## src/rtl/ikbd_pkg.sv

```systemverilog
// Shared definitions for the IKBD input port multiplexer: source-select states,
// joystick bit positions and port widths.
package ikbd_pkg;

  typedef enum logic {
    SRC_JOY   = 1'b0,
    SRC_MOUSE = 1'b1
  } src_state_e;

  // Joystick bit layout: {F2,F1,R,L,D,U} for joystick0, {F,R,L,D,U} for joystick1
  localparam int JOY_DIR_HI = 3;
  localparam int JOY_F1     = 4;
  localparam int JOY_F2     = 5;
  localparam int JOY1_FIRE  = 4;

  localparam int MOUSE_W = 6;
  localparam int JOY0_W  = 6;
  localparam int JOY1_W  = 5;

endpackage

```

## src/rtl/ikbd_debounce.sv

```systemverilog
// Per-bit debouncer: the output follows the raw input only after the raw value
// has disagreed with it for DEB_CYC consecutive cycles.
module ikbd_debounce #(
  parameter int WIDTH   = 6,
  parameter int DEB_CYC = 8
) (
  input  logic             clk_i,
  input  logic             res_i,
  input  logic [WIDTH-1:0] raw_i,
  output logic [WIDTH-1:0] deb_o
);

  localparam int CW = (DEB_CYC > 1) ? $clog2(DEB_CYC) : 1;
  localparam logic [CW-1:0] LAST = CW'(DEB_CYC - 1);

  logic [WIDTH-1:0] deb_q;
  logic [CW-1:0]    cnt_q [WIDTH];

  // Any cycle where raw agrees with the debounced value restarts that bit's count
  always_ff @(posedge clk_i) begin
    if (res_i) begin
      deb_q <= '0;
      for (int i = 0; i < WIDTH; i++) cnt_q[i] <= '0;
    end else begin
      for (int i = 0; i < WIDTH; i++) begin
        if (raw_i[i] == deb_q[i]) begin
          cnt_q[i] <= '0;
        end else if (cnt_q[i] == LAST) begin
          deb_q[i] <= raw_i[i];
          cnt_q[i] <= '0;
        end else begin
          cnt_q[i] <= cnt_q[i] + CW'(1);
        end
      end
    end
  end

  assign deb_o = deb_q;

endmodule

```

## src/rtl/ikbd_port_mux.sv

```systemverilog
// IKBD input port multiplexer: keyboard matrix scan, debounced joysticks and
// a hold-limited mouse/joystick0 source switch feeding the 6301 port.
module ikbd_port_mux
  import ikbd_pkg::*;
#(
  parameter int ROWS     = 15,
  parameter int COLS     = 8,
  parameter int DEB_CYC  = 8,
  parameter int HOLD_CYC = 1024
) (
  input  logic                   clk,
  input  logic                   res,
  input  logic [ROWS*COLS-1:0]   matrix,
  input  logic [ROWS-1:0]        row_sel_n,
  output logic [COLS-1:0]        matrix_out,
  input  logic [MOUSE_W-1:0]     mouse_atari,
  input  logic [JOY0_W-1:0]      joystick0,
  input  logic [JOY1_W-1:0]      joystick1,
  input  logic                   port_oe_n,
  output logic [7:0]             pi4,
  output logic [1:0]             fire_n,
  output logic                   mouse_active
);

  localparam int HW = $clog2(HOLD_CYC + 1);
  localparam logic [HW-1:0] HOLD_MAX = HW'(HOLD_CYC);

  logic [COLS-1:0]    matrixAnd_d;
  logic [COLS-1:0]    matrixOut_q;
  logic [JOY0_W-1:0]  joy0Deb;
  logic [JOY1_W-1:0]  joy1Deb;
  src_state_e         state_q;
  logic [HW-1:0]      hold_q;
  logic [MOUSE_W-1:0] mousePrev_q;
  logic [JOY0_W-1:0]  joyPrev_q;
  logic               mouseActive_q;
  logic               mouseAct;
  logic               joyAct;
  logic               holdFull;
  logic [5:0]         src;
  logic [7:0]         pi4_q;
  logic [1:0]         fire_q;

  // Keys and strobes are active low, so a pressed key in any strobed row pulls its column low
  always_comb begin
    matrixAnd_d = '1;
    for (int r = 0; r < ROWS; r++) begin
      if (!row_sel_n[r]) matrixAnd_d = matrixAnd_d & matrix[r*COLS +: COLS];
    end
  end

  always_ff @(posedge clk) begin
    if (res) matrixOut_q <= '1;
    else     matrixOut_q <= matrixAnd_d;
  end

  ikbd_debounce #(.WIDTH(JOY0_W), .DEB_CYC(DEB_CYC)) u_deb_joy0 (
    .clk_i (clk),
    .res_i (res),
    .raw_i (joystick0),
    .deb_o (joy0Deb)
  );

  ikbd_debounce #(.WIDTH(JOY1_W), .DEB_CYC(DEB_CYC)) u_deb_joy1 (
    .clk_i (clk),
    .res_i (res),
    .raw_i (joystick1),
    .deb_o (joy1Deb)
  );

  assign mouseAct = (mouse_atari != mousePrev_q);
  assign joyAct   = (joy0Deb != joyPrev_q);
  assign holdFull = (hold_q == HOLD_MAX);

  // Activity seen before the hold expires is simply dropped; mouse wins ties
  always_ff @(posedge clk) begin
    if (res) begin
      state_q       <= SRC_MOUSE;
      hold_q        <= HOLD_MAX;
      mousePrev_q   <= mouse_atari;
      joyPrev_q     <= '0;
      mouseActive_q <= 1'b1;
    end else begin
      mousePrev_q <= mouse_atari;
      joyPrev_q   <= joy0Deb;
      case (state_q)
        SRC_JOY: begin
          if (mouseAct && holdFull) begin
            state_q       <= SRC_MOUSE;
            hold_q        <= '0;
            mouseActive_q <= 1'b1;
          end else if (!holdFull) begin
            hold_q <= hold_q + HW'(1);
          end
        end
        SRC_MOUSE: begin
          if (joyAct && !mouseAct && holdFull) begin
            state_q       <= SRC_JOY;
            hold_q        <= '0;
            mouseActive_q <= 1'b0;
          end else if (!holdFull) begin
            hold_q <= hold_q + HW'(1);
          end
        end
      endcase
    end
  end

  assign src = (state_q == SRC_MOUSE) ? mouse_atari : joy0Deb;

  always_ff @(posedge clk) begin
    if (res) begin
      pi4_q  <= 8'hFF;
      fire_q <= 2'b11;
    end else begin
      pi4_q  <= port_oe_n ? 8'hFF : {~joy1Deb[JOY_DIR_HI:0], ~src[JOY_DIR_HI:0]};
      fire_q <= {~(src[JOY_F2] | joy1Deb[JOY1_FIRE]), ~src[JOY_F1]};
    end
  end

  assign matrix_out   = matrixOut_q;
  assign pi4          = pi4_q;
  assign fire_n       = fire_q;
  assign mouse_active = mouseActive_q;

endmodule

```

## config.mk

```make
export PLATFORM = sky130hd
export DESIGN_NAME = ikbd_port_mux
export DESIGN_NICKNAME = d
export VERILOG_FILES = /design/src/rtl/ikbd_pkg.sv /design/src/rtl/ikbd_debounce.sv /design/src/rtl/ikbd_port_mux.sv
export SDC_FILE = /design/constraint.sdc
export NUM_CORES = 1
export LEC_CHECK = 0
export BUFFER_PORTS_ARGS = -buffer_cell sky130_fd_sc_hd__buf_2
export CORE_ASPECT_RATIO = 0.5
export CORE_MARGIN = 3
export CORE_UTILIZATION = 51
export CTS_CLUSTER_SIZE = 30
export DETAILED_ROUTE_END_ITERATION = 12
export HOLD_SLACK_MARGIN = 0.08
export PLACE_DENSITY = 0.87
export SKIP_CTS_REPAIR_TIMING = 1
export SLEW_MARGIN = 20
export SYNTH_ARGS = -nofsm -noshare
export SYNTH_HDL_FRONTEND = slang
export SYNTH_SLANG_ARGS = --single-unit
export TNS_END_PERCENT = 1
```

## constraint.sdc

```tcl
create_clock -name clk -period 3.1 [get_ports clk]
set_input_delay 0.31 -clock clk [delete_from_list [all_inputs] [get_ports clk]]
set_output_delay 0.31 -clock clk [all_outputs]
set_load 0.01 [all_outputs]
```

### After elaboration in Yosys (flattened, before gate mapping)

Memory sizes are Yosys's and may differ from the RTL's.
Index checks and enable logic that the tools add are counted.

* register bits after elaboration: 54
* RAM bits: 33
* input bits: 155
* output and inout bits: 19
* logic and storage cells: 323
* memories kept: 2

* add/sub/neg operators: 12
* equality and inequality tests: 27
* mux-type cells: 182
* bitwise gates (word level): 64
* reduce and logical (&&, ||, !) cells: 17

Memory list
* u_deb_joy0.cnt_q: words 6, width 3, rd ports 6, clocked after memory_dff 0, write ports 6, RTL line ikbd_debounce.sv:17 `logic [CW-1:0] cnt_q [WIDTH];`
* u_deb_joy1.cnt_q: words 5, width 3, rd ports 5, clocked after memory_dff 0, write ports 5, RTL line ikbd_debounce.sv:17

Operators by type and width (count)
* $mux 1: 127
* $mux 8: 15
* $and 8x8->8: 14
* $mux 3: 33
* $or 1x1->1: 34
* $add 3x1->3 const B: 11
* $eq 3x3->1 const B: 11
* $mux 11: 3
* $reduce_and 2->1: 12
* $pmux 11 s2: 1
* $not 1->1: 14
* $ne 6x6->1: 2
* $add 11x1->11 const B: 1
* $eq 1x1->1: 11
* $eq 11x11->1 const B: 1
* $not 4->4: 2
* $mux 6: 1
* $pmux 1 s2: 2
* $logic_and 1x1->1: 3
* $ne 2x1->1 const B: 1
* $ne 2x2->1 const B: 1
* $reduce_or 2->1: 1
* $logic_not 1->1: 1

### Longest topological paths before layout

Gate-level depths: netlist of the first run.

* depth after elaboration: 29
* depth in mapped cells: 6
* mapped depth without buffers: 6

### Cells and area by module

A second synthesis of the first run with hierarchy kept.

* cells, all modules: 384
* area, all modules: 4206.5 um2

By module, submodules not included
* ikbd_port_mux: times used 1, cells an instance 246, area an instance 2177.1 um2, seq. area each 860.8 um2
* ikbd_debounce (u_deb_joy0): times used 1, cells an instance 75, area an instance 1108.6 um2, seq. area each 660.6 um2
* ikbd_debounce (u_deb_joy1): times used 1, cells an instance 63, area an instance 920.9 um2, seq. area each 550.5 um2

### Worst setup path after synthesis of the first run

No wires, ideal clock.

* path type: input-to-reg
* start: input port mouse_atari[5]
* end: register hold_q[0]
* setup time: 0.092 ns
* data arrival time: 1.386 ns
* required time: 3.008 ns
* setup slack: 1.622 ns
* stages on the path: 5
* buffers on the path: 0
* path through: xor2_1 > nor4_2 > nand3_2 > a2111o_1 > o32ai_1

* longest elaborated chain between the ends: 6
* elaborated cells on any way between the ends: 8
* those cells by class: 1 x eq/ne; 3 x mux; 4 x reduce/logical

RTL lines
* from (decl): RTL line ikbd_port_mux.sv:16 `input logic [MOUSE_W-1:0] mouse_atari,`
* $ne 6x6->1 *: RTL line ikbd_port_mux.sv:71 `assign mouseAct = (mouse_atari != mousePrev_q);`
* $logic_not 1->1: RTL line ikbd_port_mux.sv:97 `if (joyAct && !mouseAct && holdFull) begin`
* $logic_and 1x1->1 (2 in series): RTL line ikbd_port_mux.sv:97
* $mux 11: RTL line ikbd_port_mux.sv:97
* $pmux 11 s2 *: RTL line ikbd_port_mux.sv:86 `case (state_q)`
* to (signal assigned): RTL line ikbd_port_mux.sv:93 `hold_q <= hold_q + HW'(1);`
* to (signal assigned): RTL line ikbd_port_mux.sv:102 `hold_q <= hold_q + HW'(1);`
* to (decl): RTL line ikbd_port_mux.sv:33 `logic [HW-1:0] hold_q;`

Mark *: on every way between the ends. The rest lies on a longest branch, timed or not.
A chain may end at the register's enable or synchronous reset.

### Worst setup path after layout of the first run

* start: register hold_q[6]
* end: register hold_q[10]

* longest elaborated chain between the ends: 4
* elaborated cells on any way between the ends: 8
* those cells by class: 1 x add/sub; 1 x eq/ne; 4 x mux; 2 x reduce/logical

RTL lines (RTL line)
* $add 11x1->11 / $eq 11x11->1 (equally long branches): ikbd_port_mux.sv:93, ikbd_port_mux.sv:102, ikbd_port_mux.sv:73
* $mux 11 (tied with other cells): ikbd_port_mux.sv:92, ikbd_port_mux.sv:101
* $mux 11 (on tied branches): ikbd_port_mux.sv:97, ikbd_port_mux.sv:88
* $pmux 11 s2 *: ikbd_port_mux.sv:86

Marks and branches as above.

==> reports/qor.csv, run 1 <==
stage;metric;value;unit
status;status;completed;
cts;CTS Root Cell;clkbuf_16;
timing;FMAX;592;MHz
logic_synthesis;Yosys cell types;34;
cts;CTS tree;built;
final_layout;commonest non-fill, non-tap cell in the layout;buf_2;
logic_synthesis;Synth warnings;0;
setup_path;crit path launch type;flip-flop;
grt;largest net degree at the start of global routing;42;
detailed_routing;Vias/cell;5.32;
timing;Worst Tran Pin Value;726;ps
setup_path;r2r startpoint;hold_q[6]$_SDFF_PP0_;
floorplan;std cell rows;22;
pwr;VDD IR max;310;uV
grt;GRT Max-Usage Layer;met2;
setup_path;crit path max fanout;6;
placed_design;GP Congestion;0.936;
logic_synthesis;flops & latches, synth;87;
detailed_routing;Antenna Nets Post-Route;0;
logic_synthesis;mapped cell area;4150;um2
cts;CTS sink cnt;87;
timing;setup violators final;0;
grt;GRT met2 Usage;0.429;
cts;clock transition at the registers of the reported paths;60;ps
final_layout;final net count;765;
timing;fin. max-slew vios;0;
cts;CTS buffer count;9;
detailed_routing;final wirelength;11200;um
timing;minimum clock period;1690;ps
worst_hold_path;Hold Crit Class;in2reg;
setup_path;critical path cell sequence;nor4_2, nand4_2, nor4_2, o31ai_1;
timing;relative slew slack;0.516;
setup_path;reg2reg setup slack;1410;ps
logic_synthesis;Post-Syn Instances;393;
floorplan;die area;9330;um2
setup_path;CP max stage cell;nor4_2;
timing;Setup WS post-layout;1410;ps
logic_synthesis;most area-consuming cells after synthesis;dfxtp_1, edfxtp_1, o22ai_1, ha_1, xnor2_1;
setup_path;arrival time at the worst endpoint;1880;ps
placed_design;Inst Count DP;683;
worst_hold_path;Hold Startpoint;mouse_atari[3];
placed_design;pre-CTS setup slack;1380;ps
final_layout;fill count;567;
setup_path;r2r worst-path depth;4;
setup_path;Req. time, crit path;3300;ps
detailed_routing;drt pass-1 iters;5;
setup_path;WS Path Type;reg2reg;
worst_hold_path;hold endpoint;mousePrev_q[3]$_DFF_P_;
logic_synthesis;Seq/Total Area, Yosys;0.499;
placed_design;IO buf count;173;
setup_path;FF-to-FF End;hold_q[10]$_SDFF_PP1_;
final_layout;share of cells above drive strength 1;0.343;
logic_synthesis;synthesized area per cell;10.6;um2
grt;total grt overflow;0;
grt;met1 global-route usage;0.278;
grt;vias in the first global route;3755;
grt;Total GRT Usage;0.240;
logic_synthesis;largest area contributor in the netlist;dfxtp_1;
detailed_routing;drc violations;0;
cts;H-tree levels;3;
worst_hold_path;hold path cells;1;
pwr;Pwr Density;512;nW/um2
setup_path;crit-path max cell delay;430;ps
timing;setup TNS;0;ps
grt;number of antenna violations at the first check in global routing;0;
timing;clk_skew;4.67;ps
pwr;Lkg Pwr;2.39;nW
floorplan;die height;69.8;um
grt;grt met3 use;0.0630;
setup_path;cell mode on critical path;nor4_2;
flow_run;max cap viols;0;
placed_design;Detail Placement HPWL;8590;um
detailed_routing;DR iter-0 viols;208;
final_layout;Final Non-Filler Cells;699;
detailed_routing;vias;3718;
cts;clk_lat worst skew;330;ps
pwr;total power;0.00283;W
final_layout;# diodes;0;
timing;final period utilization;0.545;
timing;RSZ-0062 raised after global routing;no;
setup_path;CP endpoint kind;flip-flop;
final_layout;most frequent cells in the layout;buf_2, o22ai_1, dfxtp_1;
floorplan;Core Region;7600;um2
floorplan;Die W;134;um
cts;CTS Buffer Depth;2;
floorplan;IO Count;174;
final_layout;area delta synth->final;33.0;%
detailed_routing;DR WL/cell;16.1;um
grt;first-pass GRT wire length;17800;um
final_layout;post-route core utilization;0.727;
floorplan;initial core utilization;0.547;
logic_synthesis;Synth top area share;0.260;
timing;Fin. Hold Viols;0;
-- how the worst max path moves through the flow --
stage,startpoint,to,slack [ps],depth (start not counted)
6_report,hold_q[6]$_SDFF_PP0_,hold_q[10]$_SDFF_PP1_,1410,4
4_1_cts,hold_q[6]$_SDFF_PP0_,hold_q[10]$_SDFF_PP1_,1400,4
2_1_floorplan,mouse_atari[5],hold_q[0]$_SDFF_PP0_,1620,5
5_1_grt,mousePrev_q[5]$_DFF_P_,hold_q[10]$_SDFF_PP1_,1310,5
3_3_place_gp,mouse_atari[5],hold_q[0]$_SDFF_PP0_,1410,6
3_5_place_dp,mouse_atari[5],hold_q[0]$_SDFF_PP0_,1380,6
-- flip-flops by register name, summed over array words and instances (netlist names) --
| register | flops |
|---|---|
| pi4 | 8 |
| u_deb_joy1.cnt_q | 15 |
| matrix_out | 8 |
| joyPrev_q | 6 |
| fire_n | 2 |
| state_q | 1 |
| u_deb_joy0.deb_o | 6 |
| mousePrev_q | 6 |
| u_deb_joy1.deb_o | 5 |
| u_deb_joy0.cnt_q | 18 |
| mouse_active | 1 |
| hold_q | 11 |
-- per-stage QoR --
stage / hold slack, ps / area [um2]
after global routing: 106 / 5520
after global placement: 395 / 5190
after detailed placement: 401 / 5190
after floorplan: 338 / 4270
after CTS: 103 / 5520
final: 110 / 5520
-- power breakdown --
group | internal [W] | switching [W]
Combinational | 0.000180 | 0.000201
Sequential | 0.00125 | 0.0000321
Clock | 0.000752 | 0.000419
-- final cells by class --
class,instances,area (um2),area share
multi-input cells,309,2090,0.378
flip-flops and latches,87,2070,0.375
repair buffers,174,873,0.158
clock buffers,12,256,0.0465
well taps,108,135,0.0245
clock inverters,4,77.6,0.0140
inverters,5,18.8,0.00340
-- synthesized netlist by cell type --
library cell	instances
o22ai_1	56
dfxtp_1	54
edfxtp_1	33
nor2_1	27
ha_1	24
clkbuf_1	23
and2_1	22
xnor2_1	19
or4_1	16
nand2_1	15
nor3_1	15
nor4_1	13
xor2_1	12
mux2i_1	11
o21ai_0	9
mux2_2	7
nor2b_1	6
inv_1	5
nand3_1	4
nor4_2	4
nand4_1	3
and4_1	2
o21ai_1	2
a2111o_1	1
a2111oi_2	1
a21oi_1	1
a31oi_1	1
and3_1	1
buf_4	1
conb_1	1
nand3_2	1
nand4_2	1
o31ai_1	1
o32ai_1	1
-- per-layer routing --
layer | up-vias | routed length, um
met4 | 0 | 243
met1 | 1689 | 4200
li1 | 1829 | -
met5 | - | 0
met2 | 170 | 5830
met3 | 30 | 955
-- critical path: cells and delay by family, from the launching register on --
family	cells	cell delay, ps
simple gates	3	1050
compound gates	1	150
flops	1	360
-- cells by family (layout without fill, tap and decap cells) --
kind of cell,Yosys count,after routing,synth area share
other,1,33,0.000903
and+or+nand+nor,130,130,0.179
AOI/OAI and AO/OA,73,73,0.111
adders and majority gates,24,24,0.0723
DFF,87,87,0.499
xor gates and xnor gates,31,31,0.0654
buffers and inverters,29,195,0.0271
muxes,18,18,0.0455
Note: power is estimated with default switching activity, not from simulation.
==> run 2, diff against run 1 <==
--- a/config.mk
+++ b/config.mk
@@ -8,11 +8,11 @@
 export BUFFER_PORTS_ARGS = -buffer_cell sky130_fd_sc_hd__buf_2
 export CORE_ASPECT_RATIO = 0.5
 export CORE_MARGIN = 3
-export CORE_UTILIZATION = 51
+export CORE_UTILIZATION = 43
 export CTS_CLUSTER_SIZE = 30
 export DETAILED_ROUTE_END_ITERATION = 12
 export HOLD_SLACK_MARGIN = 0.08
-export PLACE_DENSITY = 0.87
+export PLACE_DENSITY = 0.79
 export SKIP_CTS_REPAIR_TIMING = 1
 export SLEW_MARGIN = 20
 export SYNTH_ARGS = -nofsm -noshare
==> constraint.sdc (replaced) <==
create_clock -name clk -period 1.4 [get_ports clk]
set_input_delay 0.14 -clock clk [delete_from_list [all_inputs] [get_ports clk]]
set_output_delay 0.14 -clock clk [all_outputs]
set_load 0.01 [all_outputs]
==> run 2 against run 1 <==
The run now ends with negative setup slack left. Maximum frequency increased by 5.8%. Utilization decreased by 7.9 points. Clock skew increased by 1.1 ps. Clock power increased by 110%. Global-route usage decreased by 3.3 points. Routed wire length increased by 6.1%. Combinational power increased to 2.6 times the previous value. Clock-buffer cell count decreased by 1. Register-to-register slack got worse by 1600 ps. Critical endpoint unchanged. Largest cell class unchanged. Largest power group unchanged.
==> reports/qor.csv, run 2 (same netlist as run 1, synthesis figures left out) <==
stage;metric;value;unit;change
cts;clk_lat worst skew;330;ps;about the same
setup_path;crit path max fanout;5;;-1
detailed_routing;Antenna Nets Post-Route;0;;unchanged
floorplan;Die W;145;um;+8.5%
pwr;Switching Share;0.244;;+0.0131
setup_path;CP endpoint kind;flip-flop;;
setup_path;worst path buffer plus inverter count;0;;unchanged
timing;minimum clock period;1600;ps;-92.5 ps
placed_design;IO buf count;173;;unchanged
cts;CTS tree;built;;
timing;Fin. Hold Viols;0;;unchanged
floorplan;IO Count;174;;unchanged
flow_run;max cap viols;0;;unchanged
detailed_routing;Vias/cell;5.11;;-3.9%
cts;CTS sink cnt;87;;unchanged
placed_design;pre-CTS setup slack;-184;ps;-1560 ps
cts;H-tree levels;3;;unchanged
setup_path;crit-path max cell delay;400;ps;-30 ps
detailed_routing;DR WL/cell;15.8;um;-1.4%
pwr;Pwr Density;1070;nW/um2;+110%
final_layout;share of cells above drive strength 1;0.383;;+0.0392
placed_design;Detail Placement HPWL;9270;um;+7.9%
timing;Hold Slack;68.0;ps;-41.9 ps
pwr;NetSw;0.00153;W;+130%
setup_path;CP max stage cell;nor4_4;;
status;status;finished with violations;;
timing;FMAX;626;MHz;+5.8%
cts;CTS Root Cell;clkbuf_16;;
cts;clock transition at the registers of the reported paths;60;ps;about the same
cts;CTS Buffer Depth;2;;unchanged
detailed_routing;drc violations;0;;unchanged
worst_hold_path;Hold Crit Class;in2reg;;
pwr;part of the power in registers;0.449;;-0.002
pwr;VDD IR max;625;uV;+100%
detailed_routing;vias;3843;;+3.4%
final_layout;commonest non-fill, non-tap cell in the layout;buf_2;;
grt;largest net degree at the start of global routing;41;;-2.4%
cts;CTS buffer count;9;;unchanged
timing;fin. max-slew vios;0;;unchanged
final_layout;Top Registers;u_deb_joy0.cnt_q x18, u_deb_joy1.cnt_q x15, hold_q x11;;
setup_path;critical path cell sequence;xor2_2, nor4_2, nand3_2, nor4_4, o31ai_2;;
grt;number of antenna violations at the first check in global routing;0;;unchanged
grt;total grt overflow;0;;unchanged
pwr;clock share of power;0.394;;-0.020
final_layout;most frequent cells in the layout;buf_2, o22ai_1, dfxtp_1;;
timing;setup violators final;7;;+7
final_layout;area delta synth->final;40.9;%;
final_layout;# diodes;0;;unchanged
floorplan;die area;10900;um2;+17%
setup_path;crit path launch type;flip-flop;;
detailed_routing;final wirelength;11900;um;+6.1%
pwr;Lkg Pwr;2.55;nW;+6.6%
floorplan;initial core utilization;0.459;;-0.0872
placed_design;GP Congestion;1.00;;+6.9%
pwr;internal power;0.00475;W;+120%
final_layout;Top reg by flops;u_deb_joy0.cnt_q;;
final_layout;max FFs per register;18;;unchanged
pwr;Comb pwr share;0.157;;+0.022
status;failing checks;negative setup slack;;
setup_path;largest delay contributor family on the critical path;simple AND/OR/NAND/NOR gates;;
grt;Total GRT Usage;0.207;;-0.0330
final_layout;fill count;715;;+26%
grt;vias in the first global route;3836;;+2.2%
setup_path;WS Path Type;reg2reg;;
setup_path;arrival time at the worst endpoint;1800;ps;-80 ps
floorplan;Core Region;9040;um2;+19%
timing;RSZ-0062 raised after global routing;yes;;
final_layout;final net count;796;;+4.1%
floorplan;die height;75.5;um;+8.1%
detailed_routing;DR iter-0 viols;189;;-9.1%
timing;Setup WS post-layout;-197;ps;-1610 ps
timing;final period utilization;1.14;;+0.596
floorplan;std cell rows;24;;+9.1%
setup_path;Req. time, crit path;1600;ps;-1700 ps
detailed_routing;drt pass-1 iters;4;;-1
grt;first-pass GRT wire length;18000;um;+1.0%
timing;clk_skew;5.79;ps;+1.13 ps
## run 2: cell type report
cell class / count / area [um2] / area share
clock inverters: 5 / 61.3 / 0.0105
clock buffers: 11 / 254 / 0.0434
multi-input cells: 309 / 2150 / 0.367
inverters: 5 / 18.8 / 0.00321
flip-flops and latches: 87 / 2070 / 0.354
well taps: 130 / 163 / 0.0278
repair buffers: 205 / 1130 / 0.194
## run 2: worst min-delay path: cells and delay by family
kind	cells	cell delay, ps
mux	1	60
buf+inv	1	100
simple gates	1	70
## run 2: final timing paths
path	start	end	slack (ps)	cells past startpoint
worst min register to register	u_deb_joy1.deb_o[3]$_SDFFE_PP0P_	pi4[7]$_SDFF_PP1_	410	1
worst max-delay path	mousePrev_q[5]$_DFF_P_	hold_q[10]$_SDFF_PP1_	-200	5
worst max register to register	mousePrev_q[5]$_DFF_P_	hold_q[10]$_SDFF_PP1_	-200	5
worst min-delay path	joystick0[1]	u_deb_joy0.deb_o[1]$_SDFFE_PP0P_	70	3
## run 2: per-layer routing
metal	vias to the layer above	part of all wire	wire length, um	GRT usage
met5	-	0	0	0
met4	0	0.017	207	0.0768
met3	19	0.068	808	0.0535
met2	155	0.51	6050	0.381
met1	1780	0.41	4840	0.243
li1	1889	-	-	-
## run 2: power by group through the flow
stage / sequential [W] / combinational (W) / clock [W]
after global routing: 0.00283 / 0.00109 / 0.00260
after CTS: 0.00282 / 0.000953 / 0.00254
final: 0.00282 / 0.000989 / 0.00248
after detailed placement: 0.00287 / 0.000946 / 0
after global placement: 0.00287 / 0.000920 / 0
after floorplan: 0.00287 / 0.000490 / 0
## run 2: through the flow
step	instance area (um2)	TNS, ps	util	cells	power, W
3_3_place_gp	5430	-402	0.601	730	0.00379
5_1_grt	5850	-2500	0.647	752	0.00652
6_report	5850	-922	0.647	752	0.00628
4_1_cts	5740	-890	0.636	746	0.00631
2_1_floorplan	4290	-68.0	-	425	0.00336
3_5_place_dp	5430	-792	0.601	730	0.00382
